--- src/rtl/data_memo_arbiter.sv ---
// Two-port round-robin arbiter/sequencer in front of the 32-word data memory.
// Define DATA_MEMO_ARB_RANGE_CHECK_EN to flag and suppress accesses at addresses >= DEPTH.
module data_memo_arbiter #(
  parameter int DEPTH = 32,
  parameter int AW    = 5
) (
  input  logic        clk,
  input  logic        rst,
  input  logic        req0,
  input  logic        we0,
  input  logic [31:0] addr0,
  input  logic [31:0] wdata0,
  input  logic        req1,
  input  logic        we1,
  input  logic [31:0] addr1,
  input  logic [31:0] wdata1,
  output logic        gnt0,
  output logic        gnt1,
  output logic        ack0,
  output logic        ack1,
  output logic [31:0] rdata0,
  output logic [31:0] rdata1,
  output logic        err0,
  output logic        err1,
  output logic [31:0] mem_address,
  output logic [31:0] mem_input_data,
  output logic        mem_enable_read,
  output logic        mem_enable_write,
  input  logic [31:0] mem_read_data
);

`ifdef DATA_MEMO_ARB_RANGE_CHECK_EN
  localparam bit RangeEn = 1'b1;
`else
  localparam bit RangeEn = 1'b0;
`endif

  typedef enum logic [1:0] {IDLE, ACCESS, RESP} state_t;

  state_t        state_q, state_d;
  logic          last_q;
  logic          owner_q;
  logic          we_q;
  logic          hi_q;
  logic [AW-1:0] addr_q;
  logic [31:0]   wdata_q;
  logic [31:0]   rdata0_q, rdata1_q;
  logic          err0_q, err1_q;
  logic          oor;
  logic          in_idle, in_access, in_resp;

  assign in_idle   = (state_q == IDLE)   && !rst;
  assign in_access = (state_q == ACCESS) && !rst;
  assign in_resp   = (state_q == RESP)   && !rst;

  // last_q = 1 means port 1 owned the previous grant, so port 0 wins a tie.
  assign gnt0 = in_idle && req0 && (!req1 ||  last_q);
  assign gnt1 = in_idle && req1 && (!req0 || !last_q);

  assign oor = RangeEn && hi_q;

  assign mem_address      = in_access ? {{(32-AW){1'b0}}, addr_q} : 32'd0;
  assign mem_input_data   = in_access ? wdata_q : 32'd0;
  assign mem_enable_write = in_access &&  we_q && !oor;
  assign mem_enable_read  = in_access && !we_q && !oor;

  assign ack0   = in_resp && !owner_q;
  assign ack1   = in_resp &&  owner_q;
  assign rdata0 = rdata0_q;
  assign rdata1 = rdata1_q;
  assign err0   = err0_q;
  assign err1   = err1_q;

  always_comb begin
    state_d = state_q;
    case (state_q)
      IDLE:    if (req0 || req1) state_d = ACCESS;
      ACCESS:  state_d = RESP;
      RESP:    state_d = IDLE;
      default: state_d = IDLE;
    endcase
  end

  always_ff @(posedge clk or posedge rst) begin
    if (rst) begin
      state_q  <= IDLE;
      last_q   <= 1'b1;
      owner_q  <= 1'b0;
      we_q     <= 1'b0;
      hi_q     <= 1'b0;
      addr_q   <= '0;
      wdata_q  <= '0;
      rdata0_q <= '0;
      rdata1_q <= '0;
      err0_q   <= 1'b0;
      err1_q   <= 1'b0;
    end else begin
      state_q <= state_d;
      if (gnt0 || gnt1) begin
        last_q  <= gnt1;
        owner_q <= gnt1;
        we_q    <= gnt1 ? we1 : we0;
        addr_q  <= gnt1 ? addr1[AW-1:0] : addr0[AW-1:0];
        hi_q    <= gnt1 ? (addr1 >= 32'(DEPTH)) : (addr0 >= 32'(DEPTH));
        wdata_q <= gnt1 ? wdata1 : wdata0;
      end
      // Read data and error status settle at the closing edge of ACCESS, ready for RESP.
      if (state_q == ACCESS) begin
        if (!owner_q) begin
          err0_q <= oor;
          if (!we_q) rdata0_q <= oor ? 32'd0 : mem_read_data;
        end else begin
          err1_q <= oor;
          if (!we_q) rdata1_q <= oor ? 32'd0 : mem_read_data;
        end
      end
    end
  end

endmodule

--- config.mk ---
export PLATFORM = sky130hd
export DESIGN_NAME = data_memo_arbiter
export DESIGN_NICKNAME = d
export VERILOG_FILES = /design/src/rtl/data_memo_arbiter.sv
export SDC_FILE = /design/constraint.sdc
export NUM_CORES = 1
export LEC_CHECK = 0
export ABC_AREA = 0
export BUFFER_PORTS_ARGS = -buffer_cell sky130_fd_sc_hd__clkbuf_2
export CAP_MARGIN = 20
export CORE_MARGIN = 10
export CORE_UTILIZATION = 44
export CTS_CLUSTER_DIAMETER = 40
export CTS_CLUSTER_SIZE = 16
export DETAILED_ROUTE_END_ITERATION = 6
export PLACE_DENSITY = 0.93
export SYNTH_ARGS = -nofsm -noshare
export SYNTH_HDL_FRONTEND = slang
export SYNTH_SLANG_ARGS = --single-unit
--- constraint.sdc ---
create_clock -name clk -period 5.8 [get_ports clk]
set_input_delay 0.58 -clock clk [delete_from_list [all_inputs] [get_ports clk]]
set_output_delay 0.58 -clock clk [all_outputs]
set_load 0.05 [all_outputs]
==> flow_summary_export.csv <==
group,metric,value,unit
grt,grt_pass1_wl,22700,um
die,rows,39,
setup_path,cp_slowest_stage_delay,0.58,ns
detailed_routing,route.detailed.drc,0,
setup_path,worstSetupEndpointType,"output port",
synth,synth.yosys.seq_area_share,0.518,
run_status,status,"complete, no violations",
synth,yosysMostFrequentCell,"sky130_fd_sc_hd__dfrtp_1",
setup_path,slowest_stage,"sky130_fd_sc_hd__buf_4",
setup_path,worst_r2r_startpoint,"state_q[1]$_DFFE_PP0P_",
setup_path,crit_arrival,2.18,ns
cts,clock_tree.buffer_depth,2,
sta,finalClockSkew,0.00562,ns
detailed_routing,first_pass_iters,4,
finish,diodes,0,
pwr,peak_ir_drop_on_the_vdd_network,573,uV
detailed_routing,drt_iter0_drc,251,
synth,post-synth-top-area-fraction,0.513,
cts,clk_pin_slew,0.07,ns
cts,cts-buffers-inserted,9,
finish,drive_above_1_share,0.544,
die,num_io_pins,302,
placed_design,place.port_buffers,218,
synth,post_synth_most_frequent_cells,"105 x sky130_fd_sc_hd__dfrtp_1, 60 x sky130_fd_sc_hd__mux2_4, 38 x sky130_fd_sc_hd__a2bb2oi_1, 38 x sky130_fd_sc_hd__and3_1, 38 x sky130_fd_sc_hd__o32ai_1",
synth,number_of_synthesis_warnings,0,
die,floorplan.die_area,16400,sq um
pwr,power.total,0.00431,W
setup_path,path_depth,5,
setup_path,crit_path_start_kind,"input pin",
synth,syn_avg_cell_area,13.8,sq um
sta,tns,0,ns
setup_path,critical_path_cell_list,"clkbuf_2 -> inv_4 -> buf_4 -> and3_1 -> clkbuf_2",
placed_design,routabilityCongestion,0.768,
synth,ys_ff_latch,106,
detailed_routing,routedWlPerCell,20.3,um
grt,grt_start_max_net_pins,59,
cts,worstSkewPairLatency,0.35,ns
detailed_routing,route.final.wire_length,14600,um
setup_path,largest_delay_contributor_family_on_the_critical_path,"buffers and inverters",
detailed_routing,detail-route-antenna-nets,0,
synth,post_synth_inst_count,371,
cts,ctsRootBufferMaster,"sky130_fd_sc_hd__clkbuf_16",
sta,timing.final.hold_violations,0,
cts,cts_hold_buf,0,
sta,final_worst_path_period_share,0.476,
grt,grtUsageTotal,0.172,
synth,netlist_top_cells_area,"sky130_fd_sc_hd__dfrtp_1 51%, sky130_fd_sc_hd__mux2_4 18%, sky130_fd_sc_hd__a2bb2oi_1 6.5%, sky130_fd_sc_hd__o32ai_1 6.5%, sky130_fd_sc_hd__buf_4 4.7%",
sta,slew_viol_final,0,
synth,synth-edff-count,0,
finish,area_delta_synth_final,25.5,%
die,die_w,128,um
setup_path,timing_worst_setup_path_type,"input pin to output port",
detailed_routing,viasPerCell,5.44,
sta,timing.max_slew.rel_slack,0.467,
grt,grt_antenna_before_repair,0,
flow_run,max_cap_viol_count,0,
pwr,p_per_area,671,nW/um^2
grt,first_global_vias,4247,
sta,final-setup-viol-count,0,
finish,nets,738,
setup_path,worst_path_buffer_plus_inverter_count,4,
die,initial_utilization,0.449,
detailed_routing,route.vias.total,3920,
setup_path,worstPathMaxFanout,58,
synth,synth_async_sr_flop_share,1.00,
cts,post_cts.repair.setup_buffers,0,
sta,max_slew.worst_pin.slew,0.800,ns
setup_path,crit_top_cell,"sky130_fd_sc_hd__clkbuf_2",
die,die_h,128,um
synth,synth.distinct_cells,23,
pwr,leakage,3.34,nW
sta,final.min_clock_period,2.76,ns
finish,multi_input_area,2120,sq um
cts,htree_levels,3,
cts,tritoncts,"yes",
finish,area.sequential,2650,sq um
hold_path,hold_path_class,"input pin to asynchronous set/reset pin",
sta,fmax,362,MHz
cts,cts.repair.resized,0,
die,core,11400,sq um
placed_design,hpwlAfterDp,10900,um
finish,layout.filler_cells,915,
grt,globalRouteOverflowTotal,0,
synth,post_synth_instance_area,5120,sq um
cts,clkSinkCount,106,
sta,grt_setup_unrepaired,"no",
synth,synth_top_cell_by_area,"sky130_fd_sc_hd__dfrtp_1",
setup_path,startpoint,"rst",
setup_path,worst_r2r_path_depth,3,
synth,synth_ff_type,"sky130_fd_sc_hd__dfrtp_1",
setup_path,worstPathRequired,5.22,ns
## worst reg2reg max path: cells and delay by family, from the launching register on
| kind | cells | cell delay, ns |
|---|---|---|
| muxes | 1 | 0.45 |
| DFF | 1 | 0.46 |
| and+or+nand+nor | 2 | 1.11 |
## cell families (layout without fill, tap and decap cells)
family          Yosys count  in the layout  synth area share
buf+inv                  66            244            0.0916
simple gates             54             54            0.0701
flops                   106            106             0.518
mux                      64             64             0.185
other cells               1             29          0.000732
compound gates           80             80             0.135
## sequential cells by signal, indices dropped and copies added (netlist names)
register / cells
wdata_q: 32
rdata0: 32
we_q: 1
addr_q: 5
owner_q: 1
state_q: 2
last_q: 1
rdata1: 32
## placed cells by master (no fill, tap or decap), drive strengths merged
cell and count:
clkbuf 229, nor3 3, conb 29, a31oi 1, mux2 64, a21oi 2, dfstp 1, inv 4
or3b 1, dfrtp 105, nor2b 2, bufinv 1, clkinvlp 1, and3 38, a2bb2oi 38, a21bo 1
nor2 7, o32ai 38, or3 1, nor4b 2, buf 7, clkinv 2
## report_power, final
group	switching, W	internal, W	leakage [nW]
sequential	0.000229	0.00110	1.23
combinational	0.00159	0.000765	1.96
clock	0.000271	0.000350	0.148
## stage by stage
step / utilization / cell area [sq um] / instances / worst slack [ns] / hold slack, ns
global route: 0.563 / 6430 / 720 / 2.85 / 0.280
floorplan: - / 5230 / 399 / 0.509 / 0.491
global placement: 0.534 / 6090 / 702 / 3.06 / 0.490
CTS: 0.560 / 6400 / 718 / 2.71 / 0.266
finish: 0.563 / 6430 / 720 / 3.04 / 0.267
detailed placement: 0.534 / 6090 / 702 / 2.96 / 0.491
## path summary, 6_finish.rpt
path	slack (ns)	endpoint
min reg2reg	0.51	rdata1[7]$_DFFE_PP0P_
max in group asynchronous	4.58	rdata0[21]$_DFFE_PP0P_
min	0.27	state_q[0]$_DFFE_PP0P_
min in group clk	0.43	last_q$_DFFE_PP1P_
max	3.04	mem_input_data[5]
max reg2reg	3.68	rdata0[31]$_DFFE_PP0P_
## routing by layer
| metal | GRT usage | vias up | part of all wire |
|---|---|---|---|
| li1 | - | 1744 | - |
| met1 | 0.203 | 1918 | 0.39 |
| met2 | 0.271 | 237 | 0.48 |
| met3 | 0.0732 | 21 | 0.11 |
| met4 | 0.0662 | 0 | 0.022 |
| met5 | 0 | - | 0 |
## layout make-up
type                    count  area share
well taps                 143      0.0278
clock inverters             5     0.00973
flip-flops and latches    106       0.413
repair buffers            225       0.180
inverters                   3     0.00214
clock buffers              11      0.0378
multi-input cells         227       0.330
(Power assumes the default switching activity.)
